<file path="src/rtl/mac_accum_seq.sv">
// Streaming fixed-point multiply-accumulate unit.
// Accumulates a*b over a vector, adds a bias, and emits one floor-reduced W-bit result per vector.
module mac_accum_seq #(
  parameter  int INT_PART   = 3,
  parameter  int FRACT_PART = 2,
  parameter  int MAX_LEN    = 16,
  parameter  int SATURATE   = 1,
  localparam int W          = INT_PART + FRACT_PART,
  localparam int L          = $clog2(MAX_LEN) + 1
) (
  input  logic                clk,
  input  logic                rst,
  input  logic                in_valid,
  output logic                in_ready,
  input  logic                in_last,
  input  logic signed [W-1:0] a,
  input  logic signed [W-1:0] b,
  input  logic signed [W-1:0] bias,
  output logic                out_valid,
  input  logic                out_ready,
  output logic signed [W-1:0] out_data,
  output logic                out_ovf,
  output logic [L-1:0]        out_len
);

  localparam int A = 2*W + L + 1;
  localparam logic signed [A-1:0] R_MAX = A'((1 << (W-1)) - 1);
  localparam logic signed [A-1:0] R_MIN = A'(-(1 << (W-1)));

  typedef enum logic [1:0] {ST_ACCUM, ST_DRAIN, ST_HOLD} state_t;

  state_t                state_q, state_d;
  logic                  first_q;
  logic                  s1_valid_q, s1_first_q, s1_last_q;
  logic signed [2*W-1:0] p_q;
  logic signed [W-1:0]   s1_bias_q;
  logic signed [A-1:0]   acc_q;
  logic [L-1:0]          len_q;
  logic                  s2_done_q;
  logic signed [W-1:0]   out_data_q;
  logic                  out_ovf_q;
  logic [L-1:0]          out_len_q;

  logic                  beat, load_out;
  logic signed [A-1:0]   bias_ext, p_ext, r_full;
  logic                  r_ovf;
  logic signed [W-1:0]   r_out;

  // in_ready is gated by rst so nothing is offered while reset is held
  assign in_ready = (state_q == ST_ACCUM) && !rst;
  assign beat     = in_valid && in_ready;
  assign load_out = (state_q == ST_DRAIN) && s2_done_q;

  assign bias_ext = A'(s1_bias_q) <<< FRACT_PART;
  assign p_ext    = A'(p_q);
  assign r_full   = acc_q >>> FRACT_PART;
  assign r_ovf    = (r_full > R_MAX) || (r_full < R_MIN);

  generate
    if (SATURATE != 0) begin : g_sat
      assign r_out = (r_full > R_MAX) ? W'(R_MAX) :
                     (r_full < R_MIN) ? W'(R_MIN) : r_full[W-1:0];
    end else begin : g_wrap
      // wrap keeps the true sign so downstream never sees a flipped polarity
      assign r_out = {acc_q[A-1], r_full[W-2:0]};
    end
  endgenerate

  always_comb begin
    state_d = state_q;
    case (state_q)
      ST_ACCUM: if (beat && in_last) state_d = ST_DRAIN;
      ST_DRAIN: if (s2_done_q)       state_d = ST_HOLD;
      ST_HOLD:  if (out_ready)       state_d = ST_ACCUM;
      default:                       state_d = ST_ACCUM;
    endcase
  end

  always_ff @(posedge clk or posedge rst) begin
    if (rst) begin
      state_q <= ST_ACCUM;
    end else begin
      state_q <= state_d;
    end
  end

  always_ff @(posedge clk or posedge rst) begin
    if (rst) begin
      first_q    <= 1'b1;
      s1_valid_q <= 1'b0;
      s1_first_q <= 1'b0;
      s1_last_q  <= 1'b0;
      p_q        <= '0;
      s1_bias_q  <= '0;
      acc_q      <= '0;
      len_q      <= '0;
      s2_done_q  <= 1'b0;
      out_data_q <= '0;
      out_ovf_q  <= 1'b0;
      out_len_q  <= '0;
    end else begin
      s1_valid_q <= beat;
      if (beat) begin
        p_q        <= (2*W)'(a) * (2*W)'(b);
        s1_first_q <= first_q;
        s1_last_q  <= in_last;
        s1_bias_q  <= bias;
        first_q    <= in_last;
      end

      s2_done_q <= s1_valid_q && s1_last_q;
      if (s1_valid_q) begin
        if (s1_first_q) begin
          acc_q <= bias_ext + p_ext;
          len_q <= L'(1);
        end else begin
          acc_q <= acc_q + p_ext;
          if (len_q != L'(MAX_LEN)) len_q <= len_q + L'(1);
        end
      end

      if (load_out) begin
        out_data_q <= r_out;
        out_ovf_q  <= r_ovf;
        out_len_q  <= len_q;
      end
    end
  end

  assign out_valid = (state_q == ST_HOLD);
  assign out_data  = out_data_q;
  assign out_ovf   = out_ovf_q;
  assign out_len   = out_len_q;

endmodule

</file>
<file path="config.mk">
export PLATFORM = sky130hd
export DESIGN_NAME = mac_accum_seq
export DESIGN_NICKNAME = d
export VERILOG_FILES = /design/src/rtl/mac_accum_seq.sv
export SDC_FILE = /design/constraint.sdc
export NUM_CORES = 1
export LEC_CHECK = 0
export BUFFER_PORTS_ARGS = -buffer_cell sky130_fd_sc_hd__buf_4
export CAP_MARGIN = 20
export CORE_MARGIN = 4
export CORE_UTILIZATION = 59
export CTS_CLUSTER_SIZE = 14
export DETAILED_ROUTE_END_ITERATION = 7
export PLACE_DENSITY = 0.9
export SLEW_MARGIN = 20
export SYNTH_ARGS = -nofsm -noshare
export SYNTH_HDL_FRONTEND = slang
export SYNTH_SLANG_ARGS = --single-unit
</file>
<file path="constraint.sdc">
create_clock -name clk -period 5.3 [get_ports clk]
set_input_delay 0.795 -clock clk [delete_from_list [all_inputs] [get_ports clk]]
set_output_delay 0.795 -clock clk [all_outputs]
set_load 0.05 [all_outputs]
</file>
======== After elaboration in Yosys (flattened, before gate mapping) ========
Index checks and enable logic that the tools add are counted.
operators by class
  mux-type cells .......................... 9
  add/sub/neg operators ................... 3
  eq/ne operators ......................... 6
  $lt $le $gt $ge ......................... 2
  multiply operators ...................... 1
  reduce and logical (&&, ||, !) cells .... 11
operator list
  cell                                                                              count
  5-bit two-way mux                                                                 4
  16-bit by 10-bit adder with 16-bit output                                         1
  16-bit two-way mux                                                                1
  14-bit by 5-bit greater-than comparator with 1-bit output, second input constant  1
  14-bit by 5-bit less-than comparator with 1-bit output, second input constant     1
  7-bit by 10-bit adder with 11-bit output                                          1
  5-bit by 5-bit multiplier with 10-bit output                                      1
  2-bit two-way mux                                                                 3
  2-bit one-hot mux with 3 select lines                                             1
  5-bit by 1-bit adder with 5-bit output, second input constant                     1
  1-bit logical AND                                                                 5
  5-bit != test, second input constant                                              1
  2-bit by 1-bit != test with 1-bit output, second input constant                   2
  3-bit AND reduction                                                               1
  2-bit by 1-bit == test with 1-bit output, second input constant                   1
  2-bit == test, second input constant                                              1
  2-bit zero test                                                                   1
  2-bit != test, second input constant                                              1
  2-bit AND reduction                                                               1
  2-bit nonzero test                                                                1
  1-bit zero test                                                                   1
  1-bit logical OR                                                                  1
storage, ports and cells
  bits in registers ....................... 54
  output and inout port bits .............. 13
  logic and storage cells ................. 45

======== Logic depth before layout (Yosys ltp) ========
Gate-level depths: netlist (run 1).
  depth after elaboration ................. 6
  gate-level depth with buffers ........... 15

======== Least setup slack after synthesis (run 1) ========
Ideal clock, no wire load.
  kind .................................... input -> register
  start ................................... input a[0]
  end ..................................... register p_q[9]
  setup slack ............................. 1.489 ns
  data required time ...................... 5.214 ns
  stages .................................. 13
  arrival time ............................ 3.725 ns
  setup time .............................. 0.086 ns
  cell sequence ........................... nand2b_1 > fa_1 > fa_1 > inv_1 > fa_1 > inv_1 > fa_1 > inv_1 > a21oi_1 > o21bai_1 > a31oi_1 > xnor2_1 > o21ai_0
between the ends
  word-level cells in the longest chain between the ends .. 1
RTL lines
  element                                       line  text
  start: declaration                            16    input logic signed [W-1:0] a,
  5-bit by 5-bit multiplier with 10-bit output  104   p_q <= (2*W)'(a) * (2*W)'(b);
  end signal: assignment                        104
  end: declaration                              35    logic signed [2*W-1:0] p_q;
Every way passes these cells.
A chain may end at the register's enable or synchronous reset.

======== Worst setup path in the final report (run 1) ========
Ends and elaborated chain as after synthesis.

==> results of run 1 <==
==> cell usage after synthesis, types with 2 or more instances <==
| master | number |
|---|---|
| a2111o_1 | 2 |
| a211oi_1 | 3 |
| a21o_1 | 8 |
| a21oi_1 | 29 |
| a221o_1 | 3 |
| a311o_1 | 2 |
| a31oi_1 | 5 |
| and2_1 | 18 |
| and3_2 | 2 |
| clkbuf_1 | 10 |
| dfrtp_1 | 53 |
| fa_1 | 19 |
| ha_1 | 40 |
| inv_1 | 47 |
| mux2_2 | 12 |
| mux2i_1 | 2 |
| nand2_1 | 41 |
| nand2b_1 | 5 |
| nand3_1 | 5 |
| nand4_1 | 3 |
| nor2_1 | 19 |
| nor2b_1 | 11 |
| nor3_1 | 10 |
| nor4_1 | 5 |
| o21a_1 | 6 |
| o21ai_0 | 38 |
| o21bai_1 | 2 |
| o22ai_1 | 2 |
| o31ai_1 | 2 |
| xnor2_1 | 17 |
| xor2_1 | 8 |
==> routing by layer <==
| layer | vias to the layer above | GRT usage |
|---|---|---|
| met5 | - | 0 |
| met1 | 1618 | 0.250 |
| met3 | 8 | 0.0301 |
| met2 | 83 | 0.387 |
| met4 | 0 | 0.0594 |
| li1 | 1629 | - |
==> final cells by class <==
| type | count | area share |
|---|---|---|
| Clock inverter | 2 | 0.00325 |
| Multi-Input combinational cell | 338 | 0.569 |
| Clock buffer | 6 | 0.0157 |
| Tap cell | 96 | 0.0260 |
| Inverter | 48 | 0.0393 |
| Timing Repair Buffer | 33 | 0.0537 |
| Sequential cell | 54 | 0.293 |
==> flip-flops by register name (all words and copies together) (netlist names) <==
register / cells
state_q: 2
acc_q: 16
len_q: 5
s1_last_q: 1
first_q: 1
s1_bias_q: 5
s1_valid_q: 1
out_len: 5
s1_first_q: 1
s2_done_q: 1
p_q: 10
out_ovf: 1
out_data: 5
==> worst max-delay path, stage by stage <==
cell and delay, ps:
buf_4 120, nand2b_1 170, fa_1 520, fa_1 550
inv_1 50, fa_1 550, inv_1 60, fa_1 450
inv_1 80, a21oi_1 60, o21bai_1 220, a31oi_1 140
xnor2_1 150, o21ai_0 80
==> metrics by stage <==
stage | hold WS (ps) | utilization
floorplan | 436 | -
global placement | 448 | 0.659
detailed placement | 451 | 0.659
CTS | 465 | 0.672
global route | 476 | 0.672
finish | 467 | 0.672
==> cells by family after synthesis <==
| family | Yosys count | share of synthesized area |
|---|---|---|
| simple gates | 125 | 0.153 |
| compound gates | 115 | 0.173 |
| buf+inv | 60 | 0.0539 |
| fa+ha+maj | 59 | 0.210 |
| flops | 54 | 0.322 |
| xor+xnor | 25 | 0.0521 |
| mux | 14 | 0.0369 |
==> worst min path at each step <==
stage | to | slack, ps | cells past startpoint
final | first_q | 470 | 2
after floorplan | state_q[0] | 440 | 1
after global placement | first_q | 450 | 2
after global routing | first_q | 480 | 2
after detailed placement | first_q | 450 | 2
after CTS | first_q | 470 | 2
==> power by group <==
group          switching [mW]  total, mW  internal, mW  leakage, nW
sequential              0.176      0.766         0.590        0.659
combinational           0.992       1.76         0.764         1.49
clock                   0.133      0.226        0.0934       0.0374
==> impl_metrics.py, run 1 <==
metrics = {
    "yosys": {
        "post_synth.cell_area_avg_sq_um": 9.30,
        "synth-edff-count": 0,
        "synthDistinctLibCells": 54,
        "synth_area_sq_um": 4200,
        "synth_cells": 452,
        "syn-num-nets": 531,
        "synthArstFlopShare": 1.00,
        "synth_ff_type": "dfrtp_1",
        "yosysTopAreaCell": "dfrtp_1",
        "yosysWarnings": 0,
        "synth-seq-cells": 54,
        "synth_top_area_frac": 0.315,
        "synthTopCellsByArea": "dfrtp_1 32%, ha_1 12%, fa_1 9.0%",
        "ys_seq_area_frac": 0.322,
    },
    "grt": {
        "track_usage": 0.209,
        "grt_max_degree": 55,
        "grt-ovfl-total": 0,
        "grt_pass1_wl_um": 14700,
        "grt_pass1_vias": 3337,
        "antenna_found_initial": 0,
    },
    "clock_network": {
        "clk_latency_ps": 300,
        "cts_tree": "done",
        "clkTransAtPathRegs_ps": 100,
        "cts_buffers": 5,
        "cts_hold_buf": 0,
        "clk_path_buf_depth": 2,
        "cts_resized": 0,
        "cts_sinks": 54,
        "cts_max_level": 2,
        "post_cts_buffers": 0,
        "root_buffer": "clkbuf_8",
    },
    "place": {
        "dpl.hpwl_um": 6680,
        "post-place-ws_ps": 1130,
        "dp.cells": 569,
        "dpl_cell_area_sq_um": 4530,
        "io_buffers": 32,
        "place.gp.congestion": 0.927,
    },
    "detailed_routing": {
        "wl_met2_um": 4320,
        "drt-pass1-iter-count": 5,
        "met3_length_um": 421,
        "dr.first_iter.drc_count": 160,
        "drt-wirelength-per-cell_um": 14.6,
        "drc_errors": 0,
        "viasPerCell": 5.79,
        "met1_length_um": 3600,
        "wirelength_um": 8420,
        "vias": 3338,
        "antenna_left": 0,
        "highest_layer": "met4",
    },
    "setup_path": {
        "cp-end-kind": "flip-flop",
        "cp_data_arrival_time_ps": 4000,
        "critical_path.max_fanout": 5,
        "critPathRequiredTime_ps": 5470,
        "crit_start": "a[0]",
        "r2r_cells": 9,
        "r2r-start": "p_q[2]",
        "rrSetupSlack_ps": 2610,
        "start_kind": "input port",
        "path_class": "input port to flip-flop",
        "reg2reg_to": "acc_q[15]",
        "worstSetupEndpoint": "p_q[9]",
    },
    "cells_and_area": {
        "nFillCells": 551,
        "antenna_cells": 0,
        "final_layout_size_suffix_gt1_frac": 0.127,
        "final_cell_mix": "53 x dfrtp_1, 46 x inv_1, 41 x nand2_1",
        "seq_area_sq_um": 1350,
        "final_common_cell": "dfrtp_1",
        "instances_no_fill": 577,
        "finish.instance_area_sq_um": 4610,
        "layout.nets": 559,
        "multi_input_area_sq_um": 2630,
        "area_growth_pct": 9.76,
    },
    "sta": {
        "tns_ps": 0,
        "fin_crit_sh": 0.723,
        "finalWorstPathRequiredPeriod_ps": 3830,
        "slew_violations": 0,
        "worst_pin_slew_ps": 918,
        "maxSlewHeadroom": 0.387,
        "fmax_ghz": 0.261,
        "hold_viol_final": 0,
        "clock-skew-final_ps": 8.18,
        "grt_setup_unrepaired": "no",
        "setup_viol": 0,
        "finalWorstSetupSlack_ps": 1470,
    },
    "floorplanning": {
        "ioPinCount": 33,
        "die_w_um": 92.4,
        "die_height_um": 92.4,
        "start_util": 0.612,
        "rows": 30,
        "fp.dieArea_sq_um": 8540,
        "core-area_sq_um": 6870,
    },
    "status": {
        "status": "completed",
    },
    "min_path": {
        "worst_hold_path_type": "flip-flop to flip-flop",
        "min_from": "first_q",
    },
    "pwr": {
        "p_per_area_nw_per_um2": 596,
        "p_leak_nw": 2.19,
        "power_mw": 2.75,
        "peakVddDrop_mv": 0.207,
    },
    "job": {
        "max_cap_viol_count": 0,
    },
}
Note: power is estimated with default switching activity, not from simulation.
==> run 2, diff against run 1 <==
Clock period 5.3 ns to 4 ns, I/O delays scaled along.
==> impl_metrics.py, run 2 (synthesized netlist as in run 1, its figures left out) <==
metrics = {
    "status": {
        "status": "completed",
    },
    "cells_and_area": {
        "largest_reg_flops": 16,
        "final_cell_mix": "53 x dfrtp_1, 46 x inv_1, 41 x nand2_1",
        "final_layout_size_suffix_gt1_frac": 0.127,
        "antenna_cells": 0,
        "instances_no_fill": 577,
        "area_growth_pct": 9.76,
        "final_common_cell": "dfrtp_1",
        "top_register": "acc_q",
        "largestRegisters": "acc_q (16), p_q (10)",
        "layout.nets": 559,
    },
    "place": {
        "place.gp.congestion": 0.927,
        "dpl.hpwl_um": 6690,
        "dp.cells": 569,
        "post-place-ws_ps": 37.3,
        "io_buffers": 32,
    },
    "clock_network": {
        "cts_resized": 0,
        "clkTransAtPathRegs_ps": 100,
        "post_cts_buffers": 0,
        "cts_buffers": 5,
        "cts_max_level": 2,
        "cts_tree": "done",
        "clk_path_buf_depth": 2,
        "cts_sinks": 54,
        "root_buffer": "clkbuf_8",
        "cts_hold_buf": 0,
        "clk_latency_ps": 310,
    },
    "setup_path": {
        "cp_data_arrival_time_ps": 3780,
        "critPathMaxStageDelay_ps": 550,
        "start_kind": "input port",
        "crit_path_top_delay_cell": "fa_1",
        "path_class": "input port to flip-flop",
        "cp-end-kind": "flip-flop",
        "critPathRequiredTime_ps": 4180,
        "crit_chain": "buf_4 -> nand2b_1 -> fa_1 -> fa_1 -> inv_1 -> fa_1 -> inv_1 -> fa_1 -> inv_1 -> a21oi_1 -> o21bai_1 -> a31oi_1 -> xnor2_1 -> o21ai_0",
        "r2r_cells": 9,
        "cpMostUsedCell": "fa_1",
        "critical_path.max_fanout": 5,
    },
    "detailed_routing": {
        "viasPerCell": 5.75,
        "dr.first_iter.drc_count": 164,
        "antenna_left": 0,
        "drt-pass1-iter-count": 4,
        "drc_errors": 0,
        "drt-wirelength-per-cell_um": 14.6,
        "vias": 3315,
        "wirelength_um": 8450,
    },
    "floorplanning": {
        "die_height_um": 92.4,
        "ioPinCount": 33,
        "start_util": 0.612,
        "rows": 30,
        "die_w_um": 92.4,
        "core-area_sq_um": 6870,
        "fp.dieArea_sq_um": 8540,
    },
    "sta": {
        "setup_viol": 0,
        "fmax_ghz": 0.278,
        "grt_setup_unrepaired": "no",
        "finalWorstPathRequiredPeriod_ps": 3600,
        "clock-skew-final_ps": 6.22,
        "finalWorstSetupSlack_ps": 397,
        "worst_pin_slew_ps": 905,
        "maxSlewHeadroom": 0.396,
        "fin_crit_sh": 0.901,
        "hold_viol_final": 0,
        "tns_ps": 0,
        "slew_violations": 0,
    },
    "grt": {
        "grt_use_met1": 0.263,
        "grt_max_degree": 55,
        "gr-max-usage-layer": "met2",
        "grt_pass1_wl_um": 15000,
        "grt_util_met2": 0.382,
        "grt-ovfl-total": 0,
        "grt_pass1_vias": 3371,
        "use_met3": 0.0284,
        "antenna_found_initial": 0,
        "track_usage": 0.213,
    },
    "pwr": {
        "clkPwrFrac": 0.083,
        "p_sw_frac": 0.475,
        "p_int_mw": 1.92,
        "peakVddDrop_mv": 0.270,
        "p_leak_nw": 2.19,
        "p_per_area_nw_per_um2": 791,
        "pwr-share-seq": 0.278,
        "power_frac_comb": 0.639,
        "power_switching_mw": 1.73,
    },
    "min_path": {
        "worst_hold_path_type": "input port to asynchronous set/reset pin",
    },
    "job": {
        "max_cap_viol_count": 0,
    },
}
-- run 2: cell counts in the layout (fill, tap and decap cells not counted) --
No cell type changed its count.
-- run 2: layout make-up --
cell class              count  area (sq um)
multi-input cells         338          2630
fillers                   556          2250
flip-flops and latches     54          1350
repair buffers             33           248
inverters                  48           181
well taps                  96           120
clock buffers               6          72.6
clock inverters             2          15.0
-- run 2: worst paths after layout --
check | from | to | slack (ps)
max | a[0] | p_q[9] | 400
max in group asynchronous | rst | acc_q[7] | 3010
min in group clk | first_q | first_q | 470
max reg2reg | p_q[2] | acc_q[15] | 1310
min reg2reg | first_q | first_q | 470
min | rst | s2_done_q | 460
-- run 2: power groups by stage --
| stage | registers [mW] | logic [mW] | clock network (mW) |
|---|---|---|---|
| floorplan | 1.09 | 1.73 | 0 |
| global placement | 1.00 | 2.18 | 0 |
| detailed placement | 1.02 | 2.30 | 0 |
| CTS | 1.01 | 2.32 | 0.302 |
| global route | 1.05 | 2.58 | 0.329 |
| finish | 1.01 | 2.33 | 0.303 |
-- run 2: metal layers --
metal  vias to the layer above  part of all wire
li1                       1624                 -
met1                      1610              0.43
met2                        72              0.51
met3                         9             0.043
met4                         0             0.012
met5                         -                 0
-- run 2: critical path: cells and delay by family --
family	cells	cell delay, ps
compound gates	4	460
xor+xnor	1	150
fa+ha+maj	4	2080
buf+inv	4	310
simple gates	1	160
-- run 2: through the flow --
stage	utilization	power (mW)	area, sq um	hold slack (ps)
floorplan	-	2.81	4200	436
global placement	0.659	3.18	4530	448
detailed placement	0.659	3.32	4530	451
CTS	0.672	3.63	4610	465
global route	0.672	3.96	4610	471
finish	0.672	3.65	4610	457
